`src/rtl/nnet_stub_core_if.sv`:
```
// Input-sample and result-word stream channels between nnet_stub_core and its wrapper.
// The core uses the slave view; whatever feeds and drains it uses the master view.
interface nnet_stub_core_if;
  logic [31:0] data_V_V_TDATA;
  logic        data_V_V_TVALID;
  logic        data_V_V_TREADY;
  logic [31:0] res_V_V_TDATA;
  logic        res_V_V_TVALID;
  logic        res_V_V_TREADY;

  modport master (
    output data_V_V_TDATA,
    output data_V_V_TVALID,
    input  data_V_V_TREADY,
    input  res_V_V_TDATA,
    input  res_V_V_TVALID,
    output res_V_V_TREADY
  );

  modport slave (
    input  data_V_V_TDATA,
    input  data_V_V_TVALID,
    output data_V_V_TREADY,
    output res_V_V_TDATA,
    output res_V_V_TVALID,
    input  res_V_V_TREADY
  );
endinterface

```
`src/rtl/nnet_stub_core.sv`:
```
// Stand-in for the HLS neural-net core: accumulates one input vector (sum, max, argmax)
// and streams a fixed-length result vector back, cycle-accurate to the real core's handshakes.
module nnet_stub_core #(
  parameter int unsigned SIZE_IN  = 128,
  parameter int unsigned SIZE_OUT = 4
) (
  input  logic            ap_clk,
  input  logic            ap_rst_n,
  output logic [15:0]     const_size_in,
  output logic [15:0]     const_size_out,
  nnet_stub_core_if.slave axis
);

  // state | meaning
  // LOAD  | accept SIZE_IN samples, update acc / max / idx on each transfer
  // EMIT  | present result word out_cnt; advance only on an output transfer
  typedef enum logic {
    S_LOAD = 1'b0,
    S_EMIT = 1'b1
  } state_t;

  localparam logic [15:0] LP_IN_LAST  = 16'(SIZE_IN - 1);
  localparam logic [15:0] LP_OUT_LAST = 16'(SIZE_OUT - 1);

  state_t             r_state;
  state_t             w_state_nxt;
  logic               r_live;
  logic [15:0]        r_in_cnt;
  logic [15:0]        r_out_cnt;
  logic [15:0]        r_idx;
  logic signed [31:0] r_acc;
  logic signed [15:0] r_max;

  logic signed [15:0] w_sample;
  logic signed [31:0] w_sample_ext;
  logic               w_in_rdy;
  logic               w_out_vld;
  logic               w_in_xfer;
  logic               w_out_xfer;
  logic               w_last_in;
  logic               w_last_out;
  logic               w_first;
  logic [15:0]        w_acc_sat;
  logic [15:0]        w_word;
  logic               w_unused_hi;

  assign const_size_in  = 16'(SIZE_IN);
  assign const_size_out = 16'(SIZE_OUT);

  assign w_sample     = axis.data_V_V_TDATA[15:0];
  assign w_sample_ext = {{16{w_sample[15]}}, w_sample};
  assign w_unused_hi  = ^axis.data_V_V_TDATA[31:16];

  assign w_last_in  = (r_in_cnt == LP_IN_LAST);
  assign w_last_out = (r_out_cnt == LP_OUT_LAST);
  assign w_first    = (r_in_cnt == 16'd0);
  assign w_in_xfer  = w_in_rdy && axis.data_V_V_TVALID;
  assign w_out_xfer = w_out_vld && axis.res_V_V_TREADY;

  always_comb begin
    if (r_acc > 32'sd32767) begin
      w_acc_sat = 16'h7FFF;
    end else if (r_acc < -32'sd32768) begin
      w_acc_sat = 16'h8000;
    end else begin
      w_acc_sat = r_acc[15:0];
    end
  end

  // r_live keeps TREADY low for the cycle in which reset is released.
  always_comb begin
    w_state_nxt = r_state;
    w_in_rdy    = 1'b0;
    w_out_vld   = 1'b0;
    w_word      = 16'h0000;
    case (r_state)
      S_LOAD: begin
        w_in_rdy = r_live;
        if (r_live && axis.data_V_V_TVALID && w_last_in) begin
          w_state_nxt = S_EMIT;
        end
      end
      S_EMIT: begin
        w_out_vld = 1'b1;
        case (r_out_cnt)
          16'd0:   w_word = w_acc_sat;
          16'd1:   w_word = r_max;
          16'd2:   w_word = r_idx;
          default: w_word = 16'h0000;
        endcase
        if (axis.res_V_V_TREADY && w_last_out) begin
          w_state_nxt = S_LOAD;
        end
      end
      default: w_state_nxt = S_LOAD;
    endcase
  end

  assign axis.data_V_V_TREADY = w_in_rdy;
  assign axis.res_V_V_TVALID  = w_out_vld;
  assign axis.res_V_V_TDATA   = {16'h0000, w_word};

  always_ff @(posedge ap_clk) begin
    if (!ap_rst_n) begin
      r_state   <= S_LOAD;
      r_live    <= 1'b0;
      r_in_cnt  <= 16'd0;
      r_out_cnt <= 16'd0;
      r_acc     <= 32'sd0;
      r_max     <= 16'sd0;
      r_idx     <= 16'd0;
    end else begin
      r_state <= w_state_nxt;
      r_live  <= 1'b1;
      if (w_in_xfer) begin
        r_acc <= r_acc + w_sample_ext;
        // strict compare: a tie keeps the earlier index
        if (w_first || (w_sample > r_max)) begin
          r_max <= w_sample;
          r_idx <= r_in_cnt;
        end
        r_in_cnt <= w_last_in ? 16'd0 : r_in_cnt + 16'd1;
      end
      if (w_out_xfer) begin
        if (w_last_out) begin
          r_out_cnt <= 16'd0;
          r_acc     <= 32'sd0;
          r_max     <= 16'sd0;
          r_idx     <= 16'd0;
        end else begin
          r_out_cnt <= r_out_cnt + 16'd1;
        end
      end
    end
  end

endmodule

```
`src/flat_wrapper.sv`:
```
// flat-port wrapper written by rule: the top's interface ports become plain ports
module nnet_stub_core_flat 
#(
  parameter int unsigned SIZE_IN  = 128,
  parameter int unsigned SIZE_OUT = 4
)
  (ap_clk, ap_rst_n, const_size_in, const_size_out, axis_data_V_V_TDATA, axis_data_V_V_TVALID, axis_data_V_V_TREADY, axis_res_V_V_TDATA, axis_res_V_V_TVALID, axis_res_V_V_TREADY);
  nnet_stub_core_if axis_i ();
  input  logic ap_clk;
  input  logic ap_rst_n;
  output logic [15:0] const_size_in;
  output logic [15:0] const_size_out;
  input wire logic [$bits(axis_i.data_V_V_TDATA)-1:0] axis_data_V_V_TDATA;
  input wire logic [$bits(axis_i.data_V_V_TVALID)-1:0] axis_data_V_V_TVALID;
  output wire logic [$bits(axis_i.data_V_V_TREADY)-1:0] axis_data_V_V_TREADY;
  output wire logic [$bits(axis_i.res_V_V_TDATA)-1:0] axis_res_V_V_TDATA;
  output wire logic [$bits(axis_i.res_V_V_TVALID)-1:0] axis_res_V_V_TVALID;
  input wire logic [$bits(axis_i.res_V_V_TREADY)-1:0] axis_res_V_V_TREADY;
  assign axis_i.data_V_V_TDATA = axis_data_V_V_TDATA;
  assign axis_i.data_V_V_TVALID = axis_data_V_V_TVALID;
  assign axis_data_V_V_TREADY = axis_i.data_V_V_TREADY;
  assign axis_res_V_V_TDATA = axis_i.res_V_V_TDATA;
  assign axis_res_V_V_TVALID = axis_i.res_V_V_TVALID;
  assign axis_i.res_V_V_TREADY = axis_res_V_V_TREADY;
  nnet_stub_core #(.SIZE_IN(SIZE_IN), .SIZE_OUT(SIZE_OUT)) u_core (.ap_clk(ap_clk), .ap_rst_n(ap_rst_n), .const_size_in(const_size_in), .const_size_out(const_size_out), .axis(axis_i));
endmodule
```
`config.mk`:
```
export PLATFORM = sky130hd
export DESIGN_NAME = nnet_stub_core_flat
export DESIGN_NICKNAME = d
export VERILOG_FILES = /design/src/rtl/nnet_stub_core_if.sv /design/src/rtl/nnet_stub_core.sv /design/src/flat_wrapper.sv
export SDC_FILE = /design/constraint.sdc
export NUM_CORES = 1
export LEC_CHECK = 0
export CORE_MARGIN = 2
export CORE_UTILIZATION = 55
export DETAILED_ROUTE_END_ITERATION = 10
export PLACE_DENSITY = 0.78
export REMOVE_ABC_BUFFERS = 1
export SYNTH_ARGS = -nofsm -noshare
export SYNTH_HDL_FRONTEND = slang
export SYNTH_SLANG_ARGS = --single-unit
```
`constraint.sdc`:
```
create_clock -name ap_clk -period 6.3 [get_ports ap_clk]
set_input_delay 1.26 -clock ap_clk [delete_from_list [all_inputs] [get_ports ap_clk]]
set_output_delay 1.26 -clock ap_clk [all_outputs]
set_load 0.02 [all_outputs]
```
# ---- Word level (Yosys, flattened, before mapping)
# Index checks and enable logic that the tools add are counted.
dict set report totals {
  output_inout_bits 66
  regBits 98
}
dict set report classes {
  n_reduce_logical 8
  muxes 23
  bitwise 1
  n_addsub 3
  n_eq_ne 4
  n_lt_le_gt_ge 3
}
# cell n
set op_table {}
lappend op_table {{two-way mux 16 bit} 13}
lappend op_table {{two-way mux 32 bit} 3}
lappend op_table {{one-hot mux 16 bit (3 select lines)} 1}
lappend op_table {{adder 16 x 1 -> 16 bit (second input constant)} 2}
lappend op_table {{adder 32 x 16 -> 32 bit} 1}
lappend op_table {{equality test 16 x 2 -> 1 bit (second input constant)} 2}
lappend op_table {{> comparator 32 x 16 -> 1 bit (second input constant)} 1}
lappend op_table {{zero test 16 bit} 2}
lappend op_table {{< comparator 32 x 16 -> 1 bit (second input constant)} 1}
lappend op_table {{equality test 16 x 1 -> 1 bit (second input constant)} 1}
lappend op_table {{equality test 16 x 7 -> 1 bit (second input constant)} 1}
lappend op_table {{> comparator 16 bit} 1}
lappend op_table {{logical AND 1 bit} 5}
lappend op_table {{two-way mux 1 bit} 5}
lappend op_table {{one-hot mux 1 bit (2 select lines)} 1}
lappend op_table {{logical OR 1 bit} 1}
lappend op_table {{NOT 1 bit} 1}

# ---- Longest topological paths before layout
# Gate-level depths: netlist of run 1.
dict set report depth {
  word_depth 6
  ltp_mapped 11
}

# ---- Least setup slack after synthesis of run 1
# Ideal clock, no wire load.
dict set report synth_timing {
  path_kind {input to register}
  start {in axis_data_V_V_TDATA[0]}
  end {reg u_core.r_acc[30]}
  arrival_time_ps 3329
  stages 10
  path_buffers 0
  required_ps 6183
  setup_slack_ps 2854
  path_cell_list {ha_1 -> fa_1 -> a211oi_1 -> nor4b_2 -> o211ai_1 -> o211ai_1 -> a41oi_1 -> o21ai_0 -> xor2_1 -> a22o_2}
}
dict set report synth_between {
  elab_chain_cells 4
}
# item line_no
set synth_lines {}
lappend synth_lines {{start: declaration} flat_wrapper.sv:13} ;# input wire logic [$bits(axis_i.data_V_V_TDATA)-1:0] axis_data_V_V_TDATA;
lappend synth_lines {{adder 32 x 16 -> 32 bit *} nnet_stub_core.sv:116} ;# r_acc <= r_acc + w_sample_ext;
lappend synth_lines {{two-way mux 32 bit *} nnet_stub_core.sv:115} ;# if (w_in_xfer) begin
lappend synth_lines {{two-way mux 32 bit} nnet_stub_core.sv:125} ;# if (w_last_out) begin
lappend synth_lines {{two-way mux 32 bit *} nnet_stub_core.sv:124} ;# if (w_out_xfer) begin
lappend synth_lines {{end signal: assignment} nnet_stub_core.sv:116}
lappend synth_lines {{end: declaration} nnet_stub_core.sv:31} ;# logic signed [31:0] r_acc;
# Every way passes the cells marked *; elsewhere a longest branch is shown, timed or not.
# A chain may end at the register's enable or synchronous reset.

# ---- Final worst setup path of run 1
dict set report layout_timing {
  start {reg u_core.r_out_cnt[2]}
  end {out axis_res_V_V_TDATA[9]}
}
dict set report layout_between {
  elab_chain_cells 3
  elab_cells_between_ends 5
  cone_classes {2 x eq/ne; 2 x mux; 1 x reduce/logical}
}
# item line_no
set layout_lines {}
lappend layout_lines {{start: declaration} nnet_stub_core.sv:29} ;# logic [15:0] r_out_cnt;
lappend layout_lines {{start signal: assignment} nnet_stub_core.sv:131} ;# r_out_cnt <= r_out_cnt + 16'd1;
lappend layout_lines {{equality test 16 x 2 -> 1 bit (tied with other cells)} nnet_stub_core.sv:85} ;# case (r_out_cnt)
lappend layout_lines {{one-hot mux 16 bit (3 select lines) *} nnet_stub_core.sv:85}
lappend layout_lines {{two-way mux 16 bit *} nnet_stub_core.sv:76} ;# case (r_state)
lappend layout_lines {{end: declaration} flat_wrapper.sv:16} ;# output wire logic [$bits(axis_i.res_V_V_TDATA)-1:0] axis_res_V_V_TDATA;
# Marked as above.

==> results of run 1 <==
-- per-layer routing --
metal,global-route usage,part of all wire
met4,0.0723,0.018
met5,0,0
met3,0.0501,0.071
met2,0.400,0.45
met1,0.352,0.46
-- layout make-up --
| cell class | instances | area [sq um] | area share |
|---|---|---|---|
| tap | 168 | 210 | 0.0286 |
| timing repair buffer | 45 | 430 | 0.0586 |
| clock buffer | 11 | 243 | 0.0331 |
| sequential | 98 | 1960 | 0.267 |
| clock inverter | 5 | 37.5 | 0.00511 |
| multi-input combinational | 722 | 4340 | 0.591 |
| inverter | 32 | 120 | 0.0164 |
-- how the worst max path moves through the flow --
stage / start / end / slack [ns]
global placement: axis_data_V_V_TDATA[15] / u_core.r_idx[0] / 1.72
finish: u_core.r_out_cnt[2] / axis_res_V_V_TDATA[9] / 1.57
CTS: u_core.r_out_cnt[2] / axis_res_V_V_TDATA[11] / 1.56
global route: u_core.r_acc[20] / axis_res_V_V_TDATA[5] / 1.38
detailed placement: axis_data_V_V_TDATA[15] / u_core.r_max[1] / 1.69
floorplan: axis_data_V_V_TDATA[15] / u_core.r_idx[0] / 2.58
-- registers in the layout, summed over array words and instances, names as in the netlist --
name              count
u_core.r_acc         32
u_core.r_idx         16
u_core.r_in_cnt      16
u_core.r_live         1
u_core.r_max         16
u_core.r_out_cnt     16
u_core.r_state        1
-- where the power goes --
part	internal, mW	switching, mW	total (mW)
Sequential	0.644	0.0250	0.669
Clock	0.281	0.251	0.532
Combinational	0.141	0.241	0.382
-- kinds of logic (layout without fill, tap and decap cells) --
family / after synthesis / after routing / synth area share
XOR/XNOR: 52 / 52 / 0.0667
other: 2 / 48 / 0.00110
buffers and inverters: 127 / 93 / 0.104
AND/OR/NAND/NOR: 315 / 315 / 0.215
flip-flops: 98 / 98 / 0.287
adder cells (fa/ha/maj): 54 / 54 / 0.100
AO/OA/AOI/OAI: 253 / 253 / 0.226
-- metrics by stage --
| step | util | hold WS [ns] | power, mW | worst slack (ns) |
|---|---|---|---|---|
| 3_3_place_gp | 0.585 | 0.451 | 1.05 | 1.72 |
| 3_5_place_dp | 0.585 | 0.457 | 1.06 | 1.69 |
| 2_1_floorplan | - | 0.443 | 0.956 | 2.58 |
| 4_1_cts | 0.609 | 0.465 | 1.59 | 1.56 |
| 6_report | 0.609 | 0.464 | 1.58 | 1.57 |
| 5_1_grt | 0.609 | 0.486 | 1.67 | 1.38 |
-- worst max-delay path, stage by stage (launching register included) --
cell	delay [ns]
dfxtp_1	0.35
or4_4	0.53
nor4_4	0.33
and2_1	0.66
o31ai_2	0.18
buf_4	0.24
nor2_1	0.19
clkdlybuf4s50_1	0.64
-- placed cells by master, fill, tap and decap left out, drive strengths merged, types with 3 or more instances in the layout --
master / instances
a31oi: 7
or2: 4
nand3: 56
a21o: 15
nand2: 95
dfxtp: 98
nor4: 8
o21a: 5
and3: 7
o21bai: 4
or3: 3
a21boi: 4
a221oi: 15
inv: 34
and2: 6
a21oi: 108
xnor2: 21
a22o: 7
and4: 3
a211oi: 8
nor3: 10
nand2b: 3
clkdlybuf4s50: 37
xor2: 31
conb: 48
clkbuf: 11
o21ai: 60
buf: 8
o31ai: 5
nor2: 91
o211ai: 4
nand4: 23
ha: 53
==> results.cfg, run 1 <==
[global_route]
grt-ovfl-total = 0
first_global_vias = 5649
grt_pass1_wl_um = 27100
antenna_found_initial = 0
grt_max_degree = 56
grt_usage = 0.254

[clocking]
clock_path_buffers = 2
cts_tree = done
htreeDepth = 3
clock_sinks = 98
cts_setup_buffers = 0
path_clk_slew_ns = 0.07
postCtsHoldBufs = 0
clkLatencyLatePin_ns = 0.36
root_buffer = clkbuf_16
cts_resized = 0
numCtsBuffers = 9

[yosys]
yosysSeqAreaShare = 0.287
ys_ff_latch = 98
yosysTopAreaCell = dfxtp_1
syn_inst = 901
syn-cell-area_sq_um = 6830
synthArstFlopShare = 0
syn_avg_cell_area_sq_um = 7.58
yosysMostFrequentCell = a21oi_1
yosysWarnings = 0
synth_area_leaders = dfxtp_1 (29%), ha_1 (9.7%), a21oi_1 (7.9%)
synth_edf_count = 0
netlist-cell-type-count = 61
synthTopCellsByCount = a21oi_1 (108), dfxtp_1 (98), nand2_1 (94), nor2_1 (89), nand3_1 (56)
yosysTopAreaCellShare = 0.287
synth_ff_type = dfxtp_1

[placement]
placed_cell_area_sq_um = 7060
place_congestion = 0.879
hpwlAfterDp_um = 11800
dp_cells = 1065
io_buffer_count = 37

[floorplanning]
die_area_sq_um = 13300
num_rows = 40
die_w_um = 115
core_area_sq_um = 12100
initial_utilization = 0.566
io_pins = 102
die_y_um = 115

[finish]
syn2layout_area_growth_pct = 7.53
fillers = 1116
nets = 998
design_area_sq_um = 7340
diodes = 0
drive_gt1_frac = 0.0427
layoutNonFillerInstCount = 1081

[sta]
post-route-min-period_ns = 4.73
slew_viol_final = 0
setup-violations-final = 0
fin_crit_sh = 0.751
slew_headroom = 0.212
skew_ns = 0.0121
hold_viol = 0
max_freq_mhz = 211
fin_setup_tns_ns = 0
rsz0062_at_grt = false
tightest_slew_ns = 1.17

[route]
viasPerCell = 5.81
avgRoutedWirePerCell_um = 15.4
dr.pass1.iters = 5
wl_um = 16600
drcViolationCount = 0
ant_nets = 0
first_iter_violations = 591
num_vias = 6280

[min_path]
hp-class = reg -> reg
hold_start = u_core.r_idx[10]
min_to = u_core.r_idx[10]
hold_depth = 2

[worst_setup_path]
worstRegToRegCells = 10
reg2reg_setup_slack_ns = 3.29
worstPathRequired_ns = 5.04
critPathLaunchType = flip-flop
crit_type = reg -> out
cp.arrival_ns = 3.47
r2r-end = u_core.r_acc[30]
end_kind = output pin
r2r-start = u_core.r_acc[0]
crit_fanout = 17

[power_and_ir_drop]
powerDensity_nw_per_um2 = 216
leakage_nw = 2.89
peakVddDrop_mv = 0.163

[job]
max_cap_viol_count = 0

[status]
outcome = finished clean
No activity file was read; power rests on OpenSTA's default activity.
==> run 2: changes to the inputs <==
clock period = 4.5 ns   (was 6.3 ns; I/O delays follow)
==> results.cfg, run 2 (synthesis gave the netlist of run 1 again) <==
[min_path]
hp-class = reg -> reg

[finish]
largest_reg_flops = 32
layoutNonFillerInstCount = 1089
nets = 1006
final_cell_mix = a21oi_1 (108), dfxtp_1 (98), nand2_1 (94)
syn2layout_area_growth_pct = 8.71
layout_commonest_cell = a21oi_1
drive_gt1_frac = 0.0521
largest-register = u_core.r_acc
diodes = 0
fin_util = 0.615
fillers = 1113

[global_route]
grt_max_degree = 33
antenna_found_initial = 0
first_global_vias = 5571
grt-ovfl-total = 0
grt_usage = 0.256
grt_pass1_wl_um = 27100

[sta]
slew_viol_final = 0
fin_setup_tns_ns = 0
tightest_slew_ns = 1.07
setup_slack_ns = 0.483
max_freq_mhz = 249
whs_ns = 0.466
fin_crit_sh = 0.893
setup-violations-final = 0
slew_headroom = 0.289
rsz0062_at_grt = false
skew_ns = 0.00717
hold_viol = 0
post-route-min-period_ns = 4.02

[clocking]
cts_resized = 0
path_clk_slew_ns = 0.07
root_buffer = clkbuf_16
clkLatencyLatePin_ns = 0.36
clock_path_buffers = 2
clock_sinks = 98
numCtsBuffers = 9
htreeDepth = 3
cts_tree = done
cts_setup_buffers = 0
postCtsHoldBufs = 0

[route]
viasPerCell = 5.78
num_vias = 6296
first_iter_violations = 503
avgRoutedWirePerCell_um = 15.2
drcViolationCount = 0
ant_nets = 0
wl_um = 16600
dr.pass1.iters = 6

[worst_setup_path]
cp_slowest_stage_delay_ns = 0.64
cpMostUsedCell = buf_4
critPathLaunchType = flip-flop
cp.arrival_ns = 3.12
critPathTopFamily = simple AND/OR/NAND/NOR gates
critPathLaunch = u_core.r_out_cnt[2]
cp_num_buf_inv = 4
crit_end = axis_res_V_V_TDATA[11]
worstRegToRegCells = 10
worstPathRequired_ns = 3.60
r2r-start = u_core.r_acc[0]
r2r-end = u_core.r_acc[30]
cp_num_cells = 9
crit_slowest_cell = clkdlybuf4s50_1
crit_fanout = 16
crit_type = reg -> out
crit_chain = or4_4 -> nor4_4 -> nand2_1 -> buf_4 -> inv_2 -> o31ai_2 -> buf_4 -> nor2_1 -> clkdlybuf4s50_1
end_kind = output pin
reg2reg_setup_slack_ns = 1.56

[placement]
hpwlAfterDp_um = 12100
dp_cells = 1073
place_congestion = 0.936
io_buffer_count = 37
pre_cts_ws_ns = 0.452

[floorplanning]
die_w_um = 115
num_rows = 40
core_area_sq_um = 12100
io_pins = 102
die_area_sq_um = 13300
die_y_um = 115
initial_utilization = 0.566

[power_and_ir_drop]
p_comb_frac = 0.238
leakage_nw = 2.94
power_frac_seq = 0.416
powerDensity_nw_per_um2 = 304
swShare = 0.323
switchingPower_mw = 0.729
clock_power_share = 0.346
power.internal_mw = 1.53
peakVddDrop_mv = 0.261

[job]
max_cap_viol_count = 0

[status]
outcome = finished clean
-- run 2: cell types whose count changed in the layout (fill, tap and decap cells not counted) --
| cell | previous run | this run |
|---|---|---|
| clkbuf_8 | 1 | 3 |
| clkinv_4 | 0 | 2 |
| inv_6 | 2 | 1 |
| clkbuf_1 | 1 | 0 |
| clkinv_2 | 1 | 0 |
| buf_4 | 8 | 16 |
| clkinvlp_4 | 2 | 1 |
-- run 2: worst min path at each step --
stage,slack (ns),from,depth (start not counted),endpoint
3_5_place_dp,0.46,u_core.r_idx[11],2,u_core.r_idx[11]
5_1_grt,0.49,u_core.r_idx[10],2,u_core.r_idx[10]
3_3_place_gp,0.45,u_core.r_idx[10],2,u_core.r_idx[10]
2_1_floorplan,0.44,u_core.r_idx[15],2,u_core.r_idx[15]
6_report,0.47,u_core.r_idx[3],2,u_core.r_idx[3]
4_1_cts,0.47,u_core.r_idx[11],2,u_core.r_idx[11]
-- run 2: final cells by class --
cell class	count	area, sq um	area share
Multi-Input combinational cell	722	4340	0.584
Sequential cell	98	1960	0.264
Timing Repair Buffer	53	490	0.0661
Clock buffer	12	267	0.0359
Tap cell	168	210	0.0283
Inverter	32	120	0.0162
Clock inverter	4	33.8	0.00455
-- run 2: metrics by stage --
| stage | power (mW) | instance area (sq um) |
|---|---|---|
| after global routing | 2.37 | 7420 |
| final | 2.26 | 7420 |
| after global placement | 1.47 | 7120 |
| after detailed placement | 1.48 | 7120 |
| after floorplan | 1.34 | 6410 |
| after CTS | 2.26 | 7420 |
-- run 2: power groups by stage --
stage               registers, mW  clock network [mW]  logic [mW]
floorplan                   0.945                   0       0.394
detailed placement          0.957                   0       0.525
finish                      0.939               0.781       0.538
global route                0.942               0.831       0.601
CTS                         0.937               0.792       0.530
global placement            0.955                   0       0.519
-- run 2: worst register-to-register path, delay by kind of cell (launching register included) --
kind	cells	cell delay, ns
fa+ha+maj	2	0.65
compound gates	6	1.55
xor+xnor	1	0.16
simple gates	1	0.13
flops	1	0.33
-- run 2: per-layer routing --
| metal | track usage | part of all wire | up-vias |
|---|---|---|---|
| met3 | 0.0506 | 0.056 | 23 |
| met5 | 0 | 0 | - |
| met4 | 0.0747 | 0.016 | 0 |
| met1 | 0.359 | 0.47 | 2945 |
| met2 | 0.400 | 0.45 | 193 |
| li1 | - | - | 3135 |
